--- config.mk ---
export PLATFORM = sky130hd
export DESIGN_NAME = multicycle_controller
export DESIGN_NICKNAME = d
export VERILOG_FILES = /design/src/rtl/multicycle_controller_pkg.sv /design/src/rtl/multicycle_controller_classifier.sv /design/src/rtl/multicycle_controller.sv
export SDC_FILE = /design/constraint.sdc
export NUM_CORES = 1
export LEC_CHECK = 0
export CORE_MARGIN = 3
export CORE_UTILIZATION = 30
export CTS_BUF_LIST = sky130_fd_sc_hd__clkbuf_8
export DETAILED_ROUTE_END_ITERATION = 8
export GPL_TIMING_DRIVEN = 0
export SLEW_MARGIN = 20
export SYNTH_ARGS = -nofsm -noshare
export SYNTH_HDL_FRONTEND = slang
export SYNTH_SLANG_ARGS = --single-unit
--- constraint.sdc ---
create_clock -name clk -period 6.4 [get_ports clk]
set_input_delay 1.92 -clock clk [delete_from_list [all_inputs] [get_ports clk]]
set_output_delay 1.92 -clock clk [all_outputs]
set_load 0.02 [all_outputs]
--- src/rtl/multicycle_controller_pkg.sv ---
// Shared types and constants for the LEGv8 multi-cycle sequencer.
package multicycle_controller_pkg;

   localparam int INSTR_LEN = 32;

   typedef enum logic [2:0] {
      CTL_IDLE   = 3'd0,
      CTL_FETCH  = 3'd1,
      CTL_DECODE = 3'd2,
      CTL_EXEC   = 3'd3,
      CTL_MEM    = 3'd4,
      CTL_WB     = 3'd5,
      CTL_FAULT  = 3'd6
   } ctl_state_t;

   typedef enum logic [3:0] {
      CLS_ILLEGAL = 4'd0,
      CLS_ALU_R   = 4'd1,
      CLS_ALU_I   = 4'd2,
      CLS_SHIFT   = 4'd3,
      CLS_LOAD    = 4'd4,
      CLS_STORE   = 4'd5,
      CLS_CBRANCH = 4'd6,
      CLS_UBRANCH = 4'd7,
      CLS_LINK    = 4'd8,
      CLS_MOV     = 4'd9
   } cls_t;

   localparam logic [1:0] RF_WSEL_ALU  = 2'd0;
   localparam logic [1:0] RF_WSEL_MEM  = 2'd1;
   localparam logic [1:0] RF_WSEL_LINK = 2'd2;

   // CBZ/CBNZ test the ALU zero flag; every other conditional branch is B.cond.
   function automatic logic cbranch_taken(input logic [10:0] op,
                                          input logic       alu_zero,
                                          input logic       cond_taken);
      if (op[10:3] == 8'b10110100) return alu_zero;
      if (op[10:3] == 8'b10110101) return !alu_zero;
      return cond_taken;
   endfunction

endpackage

--- src/rtl/multicycle_controller_classifier.sv ---
// Opcode classifier: groups instr[31:21] the same way the sign extender
// groups immediate formats.
module multicycle_controller_classifier
   import multicycle_controller_pkg::*;
(
   input  logic [10:0] opcode,
   output cls_t        cls
);

   // Pattern match the 11-bit opcode field into an instruction class.
   always_comb begin
      cls = CLS_ILLEGAL;
      casez (opcode)
         // ADD, SUB, AND, ORR, EOR, ADDS, SUBS, ANDS
         11'b10001011000, 11'b11001011000, 11'b10001010000, 11'b10101010000,
         11'b11001010000, 11'b10101011000, 11'b11101011000, 11'b11101010000:
            cls = CLS_ALU_R;
         // ADDI, SUBI, ANDI, ORRI, ADDIS, SUBIS, EORI, ANDIS
         11'b1001000100?, 11'b1101000100?, 11'b1001001000?, 11'b1011001000?,
         11'b1011000100?, 11'b1111000100?, 11'b1101001000?, 11'b1111001000?:
            cls = CLS_ALU_I;
         // LSR, LSL
         11'b11010011010, 11'b11010011011:
            cls = CLS_SHIFT;
         11'b11111000010: cls = CLS_LOAD;
         11'b11111000000: cls = CLS_STORE;
         // CBZ, CBNZ, B.cond
         11'b10110100???, 11'b10110101???, 11'b01010100???:
            cls = CLS_CBRANCH;
         11'b000101?????: cls = CLS_UBRANCH;
         11'b100101?????: cls = CLS_LINK;
         // MOVZ, MOVK
         11'b110100101??, 11'b111100101??:
            cls = CLS_MOV;
         default: cls = CLS_ILLEGAL;
      endcase
   end

endmodule

--- src/rtl/multicycle_controller.sv ---
// Multi-cycle sequencer for the LEGv8 core: state register, instruction
// register, memory-handshake timeout and Moore control decode.
//
//  state      | meaning
//  -----------+-----------------------------------------------------
//  CTL_IDLE   | parked, waits for run
//  CTL_FETCH  | imem_req held until imem_ready or timeout
//  CTL_DECODE | one cycle, classify the latched instruction
//  CTL_EXEC   | ALU operand select; branches update PC and retire
//  CTL_MEM    | dmem_req held until dmem_ready or timeout; STUR retires
//  CTL_WB     | register write, PC+4, retire
//  CTL_FAULT  | sticky fault, everything quiet until reset
module multicycle_controller
   import multicycle_controller_pkg::*;
#(
   parameter int MEM_TIMEOUT = 16
) (
   input  logic                 clk,
   input  logic                 reset_n,
   input  logic                 run,
   output logic                 imem_req,
   input  logic                 imem_ready,
   input  logic [INSTR_LEN-1:0] imem_rdata,
   output logic [INSTR_LEN-1:0] instr,
   output logic                 dmem_req,
   output logic                 dmem_we,
   input  logic                 dmem_ready,
   input  logic                 alu_zero,
   input  logic                 cond_taken,
   output logic                 alu_src_imm,
   output logic                 pc_we,
   output logic                 pc_src,
   output logic                 rf_we,
   output logic [1:0]           rf_wsel,
   output logic                 retired,
   output logic                 fault
);

   localparam int              CW       = $clog2(MEM_TIMEOUT + 1);
   localparam logic [CW-1:0]   TMO_LAST = CW'(MEM_TIMEOUT - 1);
   localparam logic [CW-1:0]   TMO_MAX  = CW'(MEM_TIMEOUT);

   ctl_state_t    state, state_nx, boundary;
   cls_t          cls;
   logic [CW-1:0] tmo_cnt;
   logic          tmo_hit;
   logic          branch_taken;

   multicycle_controller_classifier u_classifier (
      .opcode (instr[31:21]),
      .cls    (cls)
   );

   // The last waiting cycle of a handshake; a ready in that cycle still wins.
   assign tmo_hit      = (tmo_cnt >= TMO_LAST);
   assign branch_taken = cbranch_taken(instr[31:21], alu_zero, cond_taken);
   assign boundary     = run ? CTL_FETCH : CTL_IDLE;

   // State register.
   always_ff @(posedge clk or negedge reset_n) begin
      if (!reset_n) state <= CTL_IDLE;
      else          state <= state_nx;
   end

   // Instruction register, loaded on the fetch handshake.
   always_ff @(posedge clk or negedge reset_n) begin
      if (!reset_n)                          instr <= '0;
      else if (state == CTL_FETCH && imem_ready) instr <= imem_rdata;
   end

   // Handshake wait counter: cleared on every state change, so STUR->FETCH restarts it too.
   always_ff @(posedge clk or negedge reset_n) begin
      if (!reset_n)
         tmo_cnt <= '0;
      else if (state_nx != state)
         tmo_cnt <= '0;
      else if ((state == CTL_FETCH || state == CTL_MEM) && tmo_cnt != TMO_MAX)
         tmo_cnt <= tmo_cnt + 1'b1;
   end

   // Next-state logic.
   always_comb begin
      state_nx = state;
      case (state)
         CTL_IDLE:   if (run) state_nx = CTL_FETCH;
         CTL_FETCH: begin
            if (imem_ready)   state_nx = CTL_DECODE;
            else if (tmo_hit) state_nx = CTL_FAULT;
         end
         CTL_DECODE: state_nx = (cls == CLS_ILLEGAL) ? CTL_FAULT : CTL_EXEC;
         CTL_EXEC: begin
            case (cls)
               CLS_CBRANCH, CLS_UBRANCH, CLS_LINK: state_nx = boundary;
               CLS_LOAD, CLS_STORE:                state_nx = CTL_MEM;
               default:                            state_nx = CTL_WB;
            endcase
         end
         CTL_MEM: begin
            if (dmem_ready)   state_nx = (cls == CLS_STORE) ? boundary : CTL_WB;
            else if (tmo_hit) state_nx = CTL_FAULT;
         end
         CTL_WB:    state_nx = boundary;
         CTL_FAULT: state_nx = CTL_FAULT;
         default:   state_nx = CTL_IDLE;
      endcase
   end

   // Control strobes decoded from state and instruction class.
   always_comb begin
      imem_req    = 1'b0;
      dmem_req    = 1'b0;
      dmem_we     = 1'b0;
      alu_src_imm = 1'b0;
      pc_we       = 1'b0;
      pc_src      = 1'b0;
      rf_we       = 1'b0;
      rf_wsel     = RF_WSEL_ALU;
      retired     = 1'b0;
      fault       = 1'b0;
      case (state)
         CTL_FETCH: imem_req = 1'b1;
         CTL_EXEC: begin
            alu_src_imm = cls inside {CLS_ALU_I, CLS_SHIFT, CLS_LOAD, CLS_STORE};
            case (cls)
               CLS_UBRANCH: begin
                  pc_we   = 1'b1;
                  pc_src  = 1'b1;
                  retired = 1'b1;
               end
               CLS_LINK: begin
                  pc_we   = 1'b1;
                  pc_src  = 1'b1;
                  rf_we   = 1'b1;
                  rf_wsel = RF_WSEL_LINK;
                  retired = 1'b1;
               end
               CLS_CBRANCH: begin
                  pc_we   = 1'b1;
                  pc_src  = branch_taken;
                  retired = 1'b1;
               end
               default: ;
            endcase
         end
         CTL_MEM: begin
            dmem_req = 1'b1;
            dmem_we  = (cls == CLS_STORE);
            if (cls == CLS_STORE && dmem_ready) begin
               pc_we   = 1'b1;
               retired = 1'b1;
            end
         end
         CTL_WB: begin
            rf_we   = 1'b1;
            rf_wsel = (cls == CLS_LOAD) ? RF_WSEL_MEM : RF_WSEL_ALU;
            pc_we   = 1'b1;
            retired = 1'b1;
         end
         CTL_FAULT: fault = 1'b1;
         default: ;
      endcase
   end

endmodule

# After elaboration in Yosys (flattened, before gate mapping)
# Index checks and enable logic that the tools add are counted.
# W data, S select, Z words.
[word_totals]
input_bits = 39
ff_bits = 40
word_cells = 98
out_inout_bits = 43
[op_classes]
n_lt_le_gt_ge = 1
muxes = 34
eq_ne = 42
n_addsub = 1
n_reduce_logical = 17
[op_table]
columns = ["op", "count"]
rows = [
  ["$eq A11 B11 Y1 const B", 12],
  ["$eq A10 B10 Y1 const B", 8],
  ["$pmux W4 S9", 1],
  ["$pmux W3 S7", 1],
  ["$eq A9 B9 Y1 const B", 2],
  ["$mux W1", 18],
  ["$mux W3", 6],
  ["$eq A4 B3 Y1 const B", 4],
  ["$eq A8 B8 Y1 const B", 2],
  ["$reduce_or A8 Y1", 2],
  ["$mux W5", 2],
  ["$eq A3 B3 Y1 const B", 3],
  ["$eq A4 B2 Y1 const B", 2],
  ["$eq A8 B7 Y1 const B", 1],
  ["$reduce_or A2 Y1", 4],
  ["$eq A3 B2 Y1 const B", 2],
  ["$eq A6 B3 Y1 const B", 1],
  ["$eq A6 B6 Y1 const B", 1],
  ["$pmux W3 S2", 1],
  ["$reduce_or A3 Y1", 2],
  ["$add A5 B1 Y5 const B", 1],
  ["$ge A5 B4 Y1 const B", 1],
  ["$ne A5 B5 Y1 const B", 1],
  ["$eq A4 B4 Y1 const B", 1],
  ["other kinds (13)", 16],
]

# Depth between registers and ports, before layout
[logic_depth]
depth_word = 9
mapped_depth = 9
depth_no_buf = 9

# Cells and area by module
# Synthesis repeated with hierarchy kept, for this count alone.
[hier_totals]
hier_cells = 195
area_unflattened_um2 = 2254.7
[by_module_without_submodules]
columns = ["module", "cells_per_inst", "seq_area_each_um2", "area_per_inst_um2", "n_inst"]
rows = [
  ["multicycle_controller", 168, 1001.0, 2054.5, 1],
  ["multicycle_controller_classifier", 27, 0.0, 200.2, 1],
]

# Least setup slack after synthesis
# Ideal clock, no wire load.
[synth_timing]
path_kind = "input-to-output"
from = "input port alu_zero"
to = "output port pc_src"
slack_ns = 1.552
path_stages = 5
required_ns = 4.480
arrival_time_ns = 2.928
path_buffers = 0
path_cell_list = "xnor2_1 nor3_1 nor2_1 o32a_1 nor3b_1"
[synth_via]
elab_chain_len = 6
elab_cells_between_ends = 7
cone_classes = "mux (6); reduce/logical (1)"
[synth_rtl]
columns = ["item", "line_no", "source"]
rows = [
  ["from (decl)", "multicycle_controller.sv:28", "input logic alu_zero,"],
  ["$mux W1 / $logic_not A1 Y1 (equally long branches)", "multicycle_controller_pkg.sv:37, multicycle_controller_pkg.sv:38", ""],
  ["$mux W1", "multicycle_controller_pkg.sv:38", "if (op[10:3] == 8'b10110101) return !alu_zero;"],
  ["$mux W1", "multicycle_controller_pkg.sv:39", "return cond_taken;"],
  ["$mux W1 (*)", "multicycle_controller_pkg.sv:38", ""],
  ["$pmux W1 S2 (*)", "multicycle_controller.sv:124", "case (cls)"],
  ["$mux W1 (*)", "multicycle_controller.sv:120", "case (state)"],
  ["to (decl)", "multicycle_controller.sv:32", "output logic pc_src,"],
]
# Every way passes the cells marked *; elsewhere a longest branch is shown, timed or not. The select of a mux whose other input is x is not followed.

# Worst setup path after layout
# Same ends and word-level chain as after synthesis.

==> flow_metrics.tcl <==
set metrics [dict create \
    nets 329 \
    yosysMostFrequentCell "dfrtp_1" \
    timing.rr.end "tmo_cnt[4]" \
    dr.first_iter.drc_count 37 \
    die_width_um 93.2 \
    critPathMaxStageDelay_ns 0.63 \
    cp_data_required_time_ns 4.48 \
    ir_worst_vdd_uv 231 \
    area_growth_pct 46.7 \
    min_period_ns 5.60 \
    clockBufferDepth 2 \
    synth-seq-cells 40 \
    drv_cap 0 \
    syn_area_um2 2280 \
    cts_setup_buffers 0 \
    coreArea_um2 7330 \
    cts_sinks 40 \
    power.density_nw_per_um2 491 \
    cts_tree "done" \
    fp-row-count 31 \
    r2r_start "tmo_cnt[0]" \
    critPathBufInv 2 \
    fp.dieArea_um2 8690 \
    crit_path_max_fanout 1 \
    fin_crit_sh_pct 87.5 \
    clk_latency_ns 0.29 \
    first_pass_iters 4 \
    synthTopCellsByArea "dfrtp_1 44%, mux2_2 14%, nor2_1 2.6%" \
    worstMarginPinSlew_ns 0.710 \
    antennaDiodeCount 0 \
    ant_nets 0 \
    slew_viol_final 0 \
    synth.cells.most_frequent "40 x dfrtp_1, 28 x mux2_2, 16 x nor2_1" \
    wl_per_cell_um 14.3 \
    fillCellCount 698 \
    antenna_found_initial 0 \
    holdPathEnd "instr[13]" \
    grt_pass1_wl_mm 9.05 \
    io_pins 82 \
    wirelength_mm 5.54 \
    initial_core_util_pct 31.1 \
    grt_pass1_vias 1865 \
    grt_max_degree 31 \
    place_inst 379 \
    relSlewSlack_pct 52.3 \
    vias 1891 \
    final_core_util_pct 45.7 \
    worstPathCellList "clkdlybuf4s50_1 -> xnor2_1 -> nor3_1 -> nor2_1 -> o32a_1 -> nor3b_1 -> clkdlybuf4s50_1" \
    cp_top_family "buffers and inverters" \
    crit_top_cell "clkdlybuf4s50_1" \
    ys_seq_area_share_pct 43.9 \
    synthesis.instances 198 \
    synthesis.nets 240 \
    finalHoldViolCount 0 \
    hp-class "reg2reg" \
    ff2ff_path_depth 9 \
    holdPathStages 1 \
    cts_resized 0 \
    drive_gt1_share_pct 21.9 \
    start_kind "input port" \
    async_flop_share_pct 100 \
    yosysWarningCount 0 \
    crit_slowest_cell "clkdlybuf4s50_1" \
    status "finished clean" \
    die_h_um 93.2 \
    cts_buffers 5 \
    finalSetupViolations 0 \
    ctsHtreeMaxLevel 2 \
    finClkSkew_ns 0.00924 \
    overflow 0 \
    max_freq_ghz 0.178 \
    root_buffer "clkbuf_8" \
    path_class "in2out" \
    fin_cells 387 \
    drc 0 \
    hold_buffers 0 \
    yosys.area.top_type "dfrtp_1" \
    synth_flop_cell "dfrtp_1" \
    reg2reg_slack_ns 4.06 \
    gp_congestion 0.779 \
    leakagePower_nw 1.29 \
    synth_cell_type_count 55 \
    synth_top_area_share_pct 43.9 \
    crit_path_end_kind "primary output" \
    dpl.hpwl_mm 4.26 \
    drt-vias-per-instance 4.89 \
    rsz0062_at_grt "false" \
    synth_edf_count 0 \
    avgSynthCellArea_um2 11.5 \
    path_clk_slew_ns 0.09 \
    arrival_ns 3.68 \
    io_buffers 81 \
    track_usage_pct 13.1 \
    hp-start "instr[13]" \
    setup_tns_ns 0 \
]
power breakdown:
group / switching (mW) / internal (mW)
logic: 0.478 / 0.485
registers: 0.0992 / 0.370
clock network: 0.0939 / 0.118
total: 0.671 / 0.973
cells in the final DEF, fill, tap and decap left out, types with 2 or more instances in the layout:
cell	n
nor2_1	16
o21ai_0	6
buf_2	7
nand2b_4	2
mux2_1	4
nor2b_1	3
nand2_1	8
and2_1	3
nor4_1	3
buf_4	2
xor2_1	2
mux2_2	28
a21oi_1	4
nand4bb_1	2
ha_1	3
nand4_1	2
dfrtp_1	40
nand2b_1	7
inv_1	6
xnor2_1	3
o2bb2ai_1	2
a221o_1	2
o21ai_1	2
clkdlybuf4s50_1	80
a311oi_2	2
clkbuf_8	5
and4_1	3
nor3_1	8
per-stage QoR:
step	setup slack, ns	hold WS, ns	cell area (um^2)	power, mW
2_1_floorplan	1.55	0.559	2280	1.07
3_3_place_gp	0.799	0.473	3220	1.44
3_5_place_dp	0.794	0.479	3230	1.45
4_1_cts	0.777	0.502	3350	1.67
5_1_grt	0.700	0.514	3350	1.75
6_report	0.798	0.492	3350	1.64
cells by family (layout without fill, tap and decap cells):
family / after synthesis / count (layout) / synth area share (%)
multiplexers: 33 / 33 / 16.2
flip-flops: 40 / 40 / 43.9
XOR/XNOR: 5 / 5 / 1.92
AO/OA/AOI/OAI: 32 / 32 / 14.0
adder cells (fa/ha/maj): 3 / 3 / 1.64
buffers and inverters: 17 / 107 / 3.84
AND/OR/NAND/NOR: 68 / 68 / 18.5
final cells by class:
class                   instances  area [um^2]  area share [%]
multi-input cells             141         1190            35.7
repair buffers                 82          826            24.7
well taps                      99          124            3.70
plain buffers                  10         60.1            1.79
clock buffers                   5         68.8            2.06
flip-flops and latches         40         1000            29.9
clock inverters                 3         46.3            1.38
inverters                       7         27.5           0.822
registers in the layout (all words and copies together) (netlist names):
name	cells
instr	32
state	3
tmo_cnt	5
layer usage:
layer	GRT usage [%]	routed length, um	vias to the layer above
li1	-	-	910
met1	17.6	2540	919
met2	20.0	2560	60
met3	4.34	407	2
met4	3.66	29	0
met5	0	0	-
how the worst max path moves through the flow:
stage	startpoint	endpoint	depth (start not counted)
6_report	alu_zero	pc_src	7
5_1_grt	alu_zero	pc_src	7
4_1_cts	alu_zero	pc_src	7
3_5_place_dp	alu_zero	pc_src	7
3_3_place_gp	alu_zero	pc_src	7
2_1_floorplan	alu_zero	pc_src	5
No activity file was read; power rests on OpenSTA's default activity.
